**src/rtl/jtag_types_pkg.sv**
```systemverilog
// Shared FIFO configuration record and default build constants.
// Optional error flags are enabled with the JTAG_FIFO_ERR_EN macro.
package jtag_types_pkg;

  localparam int FIFO_WIDTH_DEF     = 8;
  localparam int FIFO_DEPTH_DEF     = 64;
  localparam int FIFO_AF_MARGIN_DEF = 4;
  localparam int FIFO_AE_LEVEL_DEF  = 4;
  localparam int FIFO_FWFT_DEF      = 1;

  typedef struct packed {
    int unsigned width;
    int unsigned depth;
    int unsigned af_level;
    int unsigned ae_level;
  } fifo_cfg_t;

  localparam fifo_cfg_t FIFO_CFG_DEF = '{
    width:    FIFO_WIDTH_DEF,
    depth:    FIFO_DEPTH_DEF,
    af_level: FIFO_DEPTH_DEF - FIFO_AF_MARGIN_DEF,
    ae_level: FIFO_AE_LEVEL_DEF
  };

  // Occupancy counter width: one extra bit so that DEPTH itself is representable.
  function automatic int fifo_cnt_bits(input int depth);
    return $clog2(depth) + 1;
  endfunction

endpackage

```
**src/rtl/jtag_fifo_ram.sv**
```systemverilog
// Purpose: FIFO storage array, one synchronous write port and one asynchronous read port.
// Latency: write lands on the TCK edge; read data follows raddr combinationally.
// Backpressure: none; the caller only asserts we for accepted writes.
module jtag_fifo_ram #(
  parameter int WIDTH = 8,
  parameter int DEPTH = 64
) (
  input  logic                     clk,
  input  logic                     we,
  input  logic [$clog2(DEPTH)-1:0] waddr,
  input  logic [WIDTH-1:0]         wdata,
  input  logic [$clog2(DEPTH)-1:0] raddr,
  output logic [WIDTH-1:0]         rdata
);

  // No reset on the array: contents survive both reset and flush.
  logic [WIDTH-1:0] mem [DEPTH];

  always_ff @(posedge clk) begin
    if (we) begin
      mem[waddr] <= wdata;
    end
  end

  assign rdata = mem[raddr];

endmodule

```
**src/rtl/jtag_fifo.sv**
```systemverilog
// Purpose: single-clock TCK FIFO, all DEPTH slots usable; JTAG_FIFO_ERR_EN adds sticky overflow/underflow.
// Latency: FWFT=1 head word visible combinationally; FWFT=0 rd_data/rd_valid one cycle after the read edge.
// Backpressure: writes while full and reads while empty are dropped; flush beats same-cycle requests.
module jtag_fifo
  import jtag_types_pkg::*;
#(
  parameter int WIDTH    = FIFO_WIDTH_DEF,
  parameter int DEPTH    = FIFO_DEPTH_DEF,
  parameter int AF_LEVEL = DEPTH - FIFO_AF_MARGIN_DEF,
  parameter int AE_LEVEL = FIFO_AE_LEVEL_DEF,
  parameter int FWFT     = FIFO_FWFT_DEF
) (
  input  logic                   TCK,
  input  logic                   TRST,
  input  logic                   wr_en,
  input  logic [WIDTH-1:0]       wr_data,
  input  logic                   rd_en,
  output logic [WIDTH-1:0]       rd_data,
  output logic                   rd_valid,
  input  logic                   flush,
  output logic                   full,
  output logic                   empty,
  output logic                   almost_full,
  output logic                   almost_empty,
  output logic [$clog2(DEPTH):0] count
`ifdef JTAG_FIFO_ERR_EN
  ,
  input  logic                   err_clr,
  output logic                   overflow,
  output logic                   underflow
`endif
);

  localparam int AW = $clog2(DEPTH);
  localparam int CW = fifo_cnt_bits(DEPTH);

  localparam fifo_cfg_t CFG = '{
    width:    WIDTH,
    depth:    DEPTH,
    af_level: AF_LEVEL,
    ae_level: AE_LEVEL
  };

  localparam logic [CW-1:0] AF_THR = CW'(CFG.af_level);
  localparam logic [CW-1:0] AE_THR = CW'(CFG.ae_level);

  logic [AW:0]      wr_ptr;
  logic [AW:0]      rd_ptr;
  logic             wr_acc;
  logic             rd_acc;
  logic [WIDTH-1:0] ram_rdata;

  // Pointers run modulo 2*DEPTH; the extra MSB separates full from empty.
  assign empty = (wr_ptr == rd_ptr);
  assign full  = (wr_ptr[AW] != rd_ptr[AW]) && (wr_ptr[AW-1:0] == rd_ptr[AW-1:0]);

  assign wr_acc = wr_en && !full  && !flush;
  assign rd_acc = rd_en && !empty && !flush;

  assign almost_full  = (count >= AF_THR);
  assign almost_empty = (count <= AE_THR);

  always_ff @(posedge TCK or posedge TRST) begin
    if (TRST) begin
      wr_ptr <= '0;
      rd_ptr <= '0;
      count  <= '0;
    end else if (flush) begin
      wr_ptr <= '0;
      rd_ptr <= '0;
      count  <= '0;
    end else begin
      if (wr_acc) begin
        wr_ptr <= wr_ptr + 1'b1;
      end
      if (rd_acc) begin
        rd_ptr <= rd_ptr + 1'b1;
      end
      case ({wr_acc, rd_acc})
        2'b10:   count <= count + 1'b1;
        2'b01:   count <= count - 1'b1;
        default: ;
      endcase
    end
  end

  jtag_fifo_ram #(
    .WIDTH (WIDTH),
    .DEPTH (DEPTH)
  ) u_ram (
    .clk   (TCK),
    .we    (wr_acc),
    .waddr (wr_ptr[AW-1:0]),
    .wdata (wr_data),
    .raddr (rd_ptr[AW-1:0]),
    .rdata (ram_rdata)
  );

  if (FWFT != 0) begin : g_fwft
    assign rd_data  = ram_rdata;
    assign rd_valid = !empty;
  end else begin : g_reg_read
    always_ff @(posedge TCK or posedge TRST) begin
      if (TRST) begin
        rd_data  <= '0;
        rd_valid <= 1'b0;
      end else if (flush) begin
        rd_valid <= 1'b0;
      end else begin
        rd_valid <= rd_acc;
        if (rd_acc) begin
          rd_data <= ram_rdata;
        end
      end
    end
  end

`ifdef JTAG_FIFO_ERR_EN
  // A request swallowed by flush is not an error.
  always_ff @(posedge TCK or posedge TRST) begin
    if (TRST) begin
      overflow  <= 1'b0;
      underflow <= 1'b0;
    end else if (err_clr) begin
      overflow  <= 1'b0;
      underflow <= 1'b0;
    end else begin
      if (wr_en && full && !flush) begin
        overflow <= 1'b1;
      end
      if (rd_en && empty && !flush) begin
        underflow <= 1'b1;
      end
    end
  end
`endif

endmodule

```
**config.mk**
```make
export PLATFORM = sky130hd
export DESIGN_NAME = jtag_fifo
export DESIGN_NICKNAME = d
export VERILOG_FILES = /design/src/rtl/jtag_types_pkg.sv /design/src/rtl/jtag_fifo_ram.sv /design/src/rtl/jtag_fifo.sv
export SDC_FILE = /design/constraint.sdc
export NUM_CORES = 1
export LEC_CHECK = 0
export BUFFER_PORTS_ARGS = -buffer_cell sky130_fd_sc_hd__buf_4
export CAP_MARGIN = 20
export CELL_PAD_IN_SITES_DETAIL_PLACEMENT = 0
export CELL_PAD_IN_SITES_GLOBAL_PLACEMENT = 1
export CORE_MARGIN = 2
export CORE_UTILIZATION = 55
export CTS_CLUSTER_DIAMETER = 200
export CTS_CLUSTER_SIZE = 30
export DETAILED_ROUTE_END_ITERATION = 8
export MAX_ROUTING_LAYER = met4
export PLACE_DENSITY = 0.8
export SKIP_CTS_REPAIR_TIMING = 1
export SLEW_MARGIN = 20
export SYNTH_ARGS = -nofsm -noshare
export SYNTH_HDL_FRONTEND = slang
export SYNTH_SLANG_ARGS = --single-unit
```
**constraint.sdc**
```tcl
create_clock -name TCK -period 3.6 [get_ports TCK]
set_clock_uncertainty 0.05 [all_clocks]
set_input_delay 0.36 -clock TCK [delete_from_list [all_inputs] [get_ports TCK]]
set_output_delay 0.36 -clock TCK [all_outputs]
set_load 0.05 [all_outputs]
```
==> results.sh <==
export IMPL_p_leak_nw=7.13
export IMPL_synth_top_area_share_pct=72.8
export IMPL_synth_distinct_cells=53
export IMPL_die_w_um=200
export IMPL_busiest_layer="met2"
export IMPL_relSlewSlack_pct=39.2
export IMPL_hold_class="primary input to flop"
export IMPL_powerDensity_nw_per_um2=517
export IMPL_slew_violations=0
export IMPL_p_int_w=0.00897
export IMPL_cp_max_fo=8
export IMPL_root_buffer="clkbuf_16"
export IMPL_cap_violations=0
export IMPL_post_route_cells_drive_above_1_share_pct=24.3
export IMPL_tns_ps=0
export IMPL_outcome="completed"
export IMPL_cts_sinks=533
export IMPL_switching_share_pct=24.8
export IMPL_worst_path_max_delay_cell="dfrtp_4"
export IMPL_fin_crit_ps=3550
export IMPL_seq_area_frac_synth_pct=75.3
export IMPL_fin_crit_sh_pct=98.6
export IMPL_postSynthCellCount=1049
export IMPL_p_comb_share_pct=18.5
export IMPL_power_share_sequential_pct=57.7
export IMPL_die_h_um=200
export IMPL_syn_area_um2=21100
export IMPL_wl_per_cell_um=27.3
export IMPL_ys_top_cells_by_count="512 x edfxtp_1, 122 x mux4_2, 86 x nor2_1"
export IMPL_vias=10200
export IMPL_antenna_found_initial=0
export IMPL_yosysMostFrequentCell="edfxtp_1"
export IMPL_yosys_warnings=0
export IMPL_synth_async_reset_ratio_pct=3.94
export IMPL_nNetsFinal=1120
export IMPL_fin_util_pct=61.1
export IMPL_crit_top_cell="buf_4"
export IMPL_path_cells="buf_12 > clkbuf_16 > buf_4 > mux4_2 > a22o_1 > a221oi_4 > o22ai_2 > a221o_1 > buf_4"
export IMPL_synth_edf_count=512
export IMPL_rsz0062_at_grt="yes"
export IMPL_gp_congestion=0.852
export IMPL_critPathLaunchType="flop"
export IMPL_synth_top_cells_by_area="edfxtp_1 73%, mux4_2 13%, dfrtp_1 2.5%"
export IMPL_routed_via_density=6.33
export IMPL_grt_overflow=0
export IMPL_met2_usage_pct=35.6
export IMPL_cts_htree_levels=1
export IMPL_crit_path_max_incr_delay_ps=510
export IMPL_use_met1_pct=31.8
export IMPL_cts_buffers_inserted=21
export IMPL_switchingPower_w=0.00295
export IMPL_clk_path_buf_depth=3
export IMPL_detail_route_antenna_nets=0
export IMPL_core_rowCount=71
export IMPL_fillers=2631
export IMPL_drt_iter0_markers=998
export IMPL_wl_mm=44.2
export IMPL_tritoncts="done"
export IMPL_worstPathRequired_ps=3190
export IMPL_synth_avg_cell_area_um2=20.1
export IMPL_initial_core_util_pct=56.0
export IMPL_drc=0
export IMPL_synth_top_flop_cell="edfxtp_1"
export IMPL_antennaDiodeCount=0
export IMPL_first_global_vias=9995
export IMPL_die_area_um2=40000
export IMPL_grt_pass1_wl_mm=63.9
export IMPL_synth_ff_latch_count=533
export IMPL_max_clock_freq_mhz=282
export IMPL_synthToLayoutAreaGrowth_pct=9.16
export IMPL_clockPowerShare_pct=23.8
export IMPL_grt_use_met3_pct=3.80
export IMPL_clk_latency_ps=550
export IMPL_cp_arrival_ps=3140
export IMPL_ios=33
export IMPL_ir_drop_mv=0.406
export IMPL_place_hpwl_mm=25.5
export IMPL_core_area_um2=37800
export IMPL_grt_util_all_layers_pct=22.7
export IMPL_setup_worst_path_end_class="output port"
export IMPL_clkTransAtPathRegs_ps=120
export IMPL_grt_max_degree=82
export IMPL_detail_route_first_pass_iterations=5
export IMPL_finalHoldWorstSlack_ps=124
export IMPL_synth_fp_nets=1070
export IMPL_path_class="flop to output port"
export IMPL_worstMarginPinSlew_ps=908
export IMPL_setup_viol=0
export IMPL_netlist_top_cell_by_area="edfxtp_1"
export IMPL_hold_viol=0
export IMPL_numPortBuffers=32
==> path summary, 6_finish.rpt <==
| check | endpoint | cells past startpoint | from | slack [ps] |
|---|---|---|---|---|
| worst max register to register | count[5] | 15 | rd_ptr[0] | 260 |
| worst min register to register | count[4] | 2 | count[4] | 560 |
| worst min-delay path | wr_ptr[0] | 2 | flush | 120 |
| min in group asynchronous | count[4] | 3 | TRST | 470 |
| worst max-delay path | rd_data[1] | 9 | rd_ptr[0] | 50 |
| max in group asynchronous | rd_ptr[0] | 3 | TRST | 2420 |
==> power groups by stage <==
| stage | sequential (W) | clock [W] | combinational [W] |
|---|---|---|---|
| 2_1_floorplan | 0.00708 | 0 | 0.00139 |
| 3_3_place_gp | 0.00704 | 0 | 0.00194 |
| 3_5_place_dp | 0.00704 | 0 | 0.00194 |
| 4_1_cts | 0.00690 | 0.00289 | 0.00195 |
| 5_1_grt | 0.00689 | 0.00307 | 0.00236 |
| 6_report | 0.00688 | 0.00284 | 0.00221 |
==> through the flow <==
stage          setup slack (ps)  instance area (um2)  power, W  cells
2_1_floorplan               644                21100   0.00847   1049
3_5_place_dp                377                22000   0.00898   1565
6_report                   51.1                23100    0.0119   1617
3_3_place_gp                374                22000   0.00897   1565
4_1_cts                    -242                22600    0.0117   1595
5_1_grt                   -45.1                23100    0.0123   1617
==> placed cells by master, fill, tap and decap left out, types with 7 or more instances in the layout <==
| cell type | instances |
|---|---|
| inv_1 | 9 |
| clkbuf_16 | 26 |
| a22oi_1 | 26 |
| nor2_1 | 85 |
| mux4_2 | 122 |
| ha_1 | 7 |
| nand3_1 | 11 |
| xnor2_1 | 10 |
| a21oi_1 | 7 |
| xor2_1 | 12 |
| a221oi_2 | 10 |
| edfxtp_1 | 512 |
| clkbuf_1 | 8 |
| mux2i_1 | 16 |
| nand2_1 | 32 |
| buf_4 | 73 |
| a22o_1 | 16 |
| dfrtp_1 | 19 |
==> kinds of logic (layout without fill, tap and decap cells) <==
| group | count (synthesis) | count (layout) | synth area share [%] |
|---|---|---|---|
| flops | 533 | 533 | 75.3 |
| simple gates | 170 | 170 | 3.61 |
| mux | 139 | 139 | 13.8 |
| compound gates | 106 | 106 | 4.09 |
| buf+inv | 71 | 128 | 1.81 |
| xor+xnor | 22 | 22 | 0.912 |
| fa+ha+maj | 8 | 8 | 0.509 |
==> layer usage <==
metal | vias to the layer above | routed length (um) | share of wire, %
met1 | 5385 | 18000 | 41
met4 | 0 | 914 | 2.1
met3 | 56 | 3520 | 8.0
li1 | 4392 | - | -
met5 | - | 0 | 0
met2 | 400 | 21700 | 49
==> cell type report <==
class,instances,area (um2),area share (%)
clock buffer,29,556,2.41
clock inverter,1,8.76,0.0380
inverter,9,33.8,0.146
multi-input combinational,445,5040,21.8
sequential,533,15900,69.0
tap,511,639,2.77
timing repair buffer,89,880,3.81
==> critical path, delay by kind of cell, from the launching register on <==
family	cells	cell delay (ps)
AOI/OAI and AO/OA	4	990
buffers and inverters	4	670
DFF	1	510
muxes	1	410
==> state kept, by name (all words and copies together) (netlist names) <==
| register | count |
|---|---|
| u_ram.mem | 512 |
| count | 7 |
| rd_ptr | 7 |
| wr_ptr | 7 |
(Power assumes the default switching activity.)
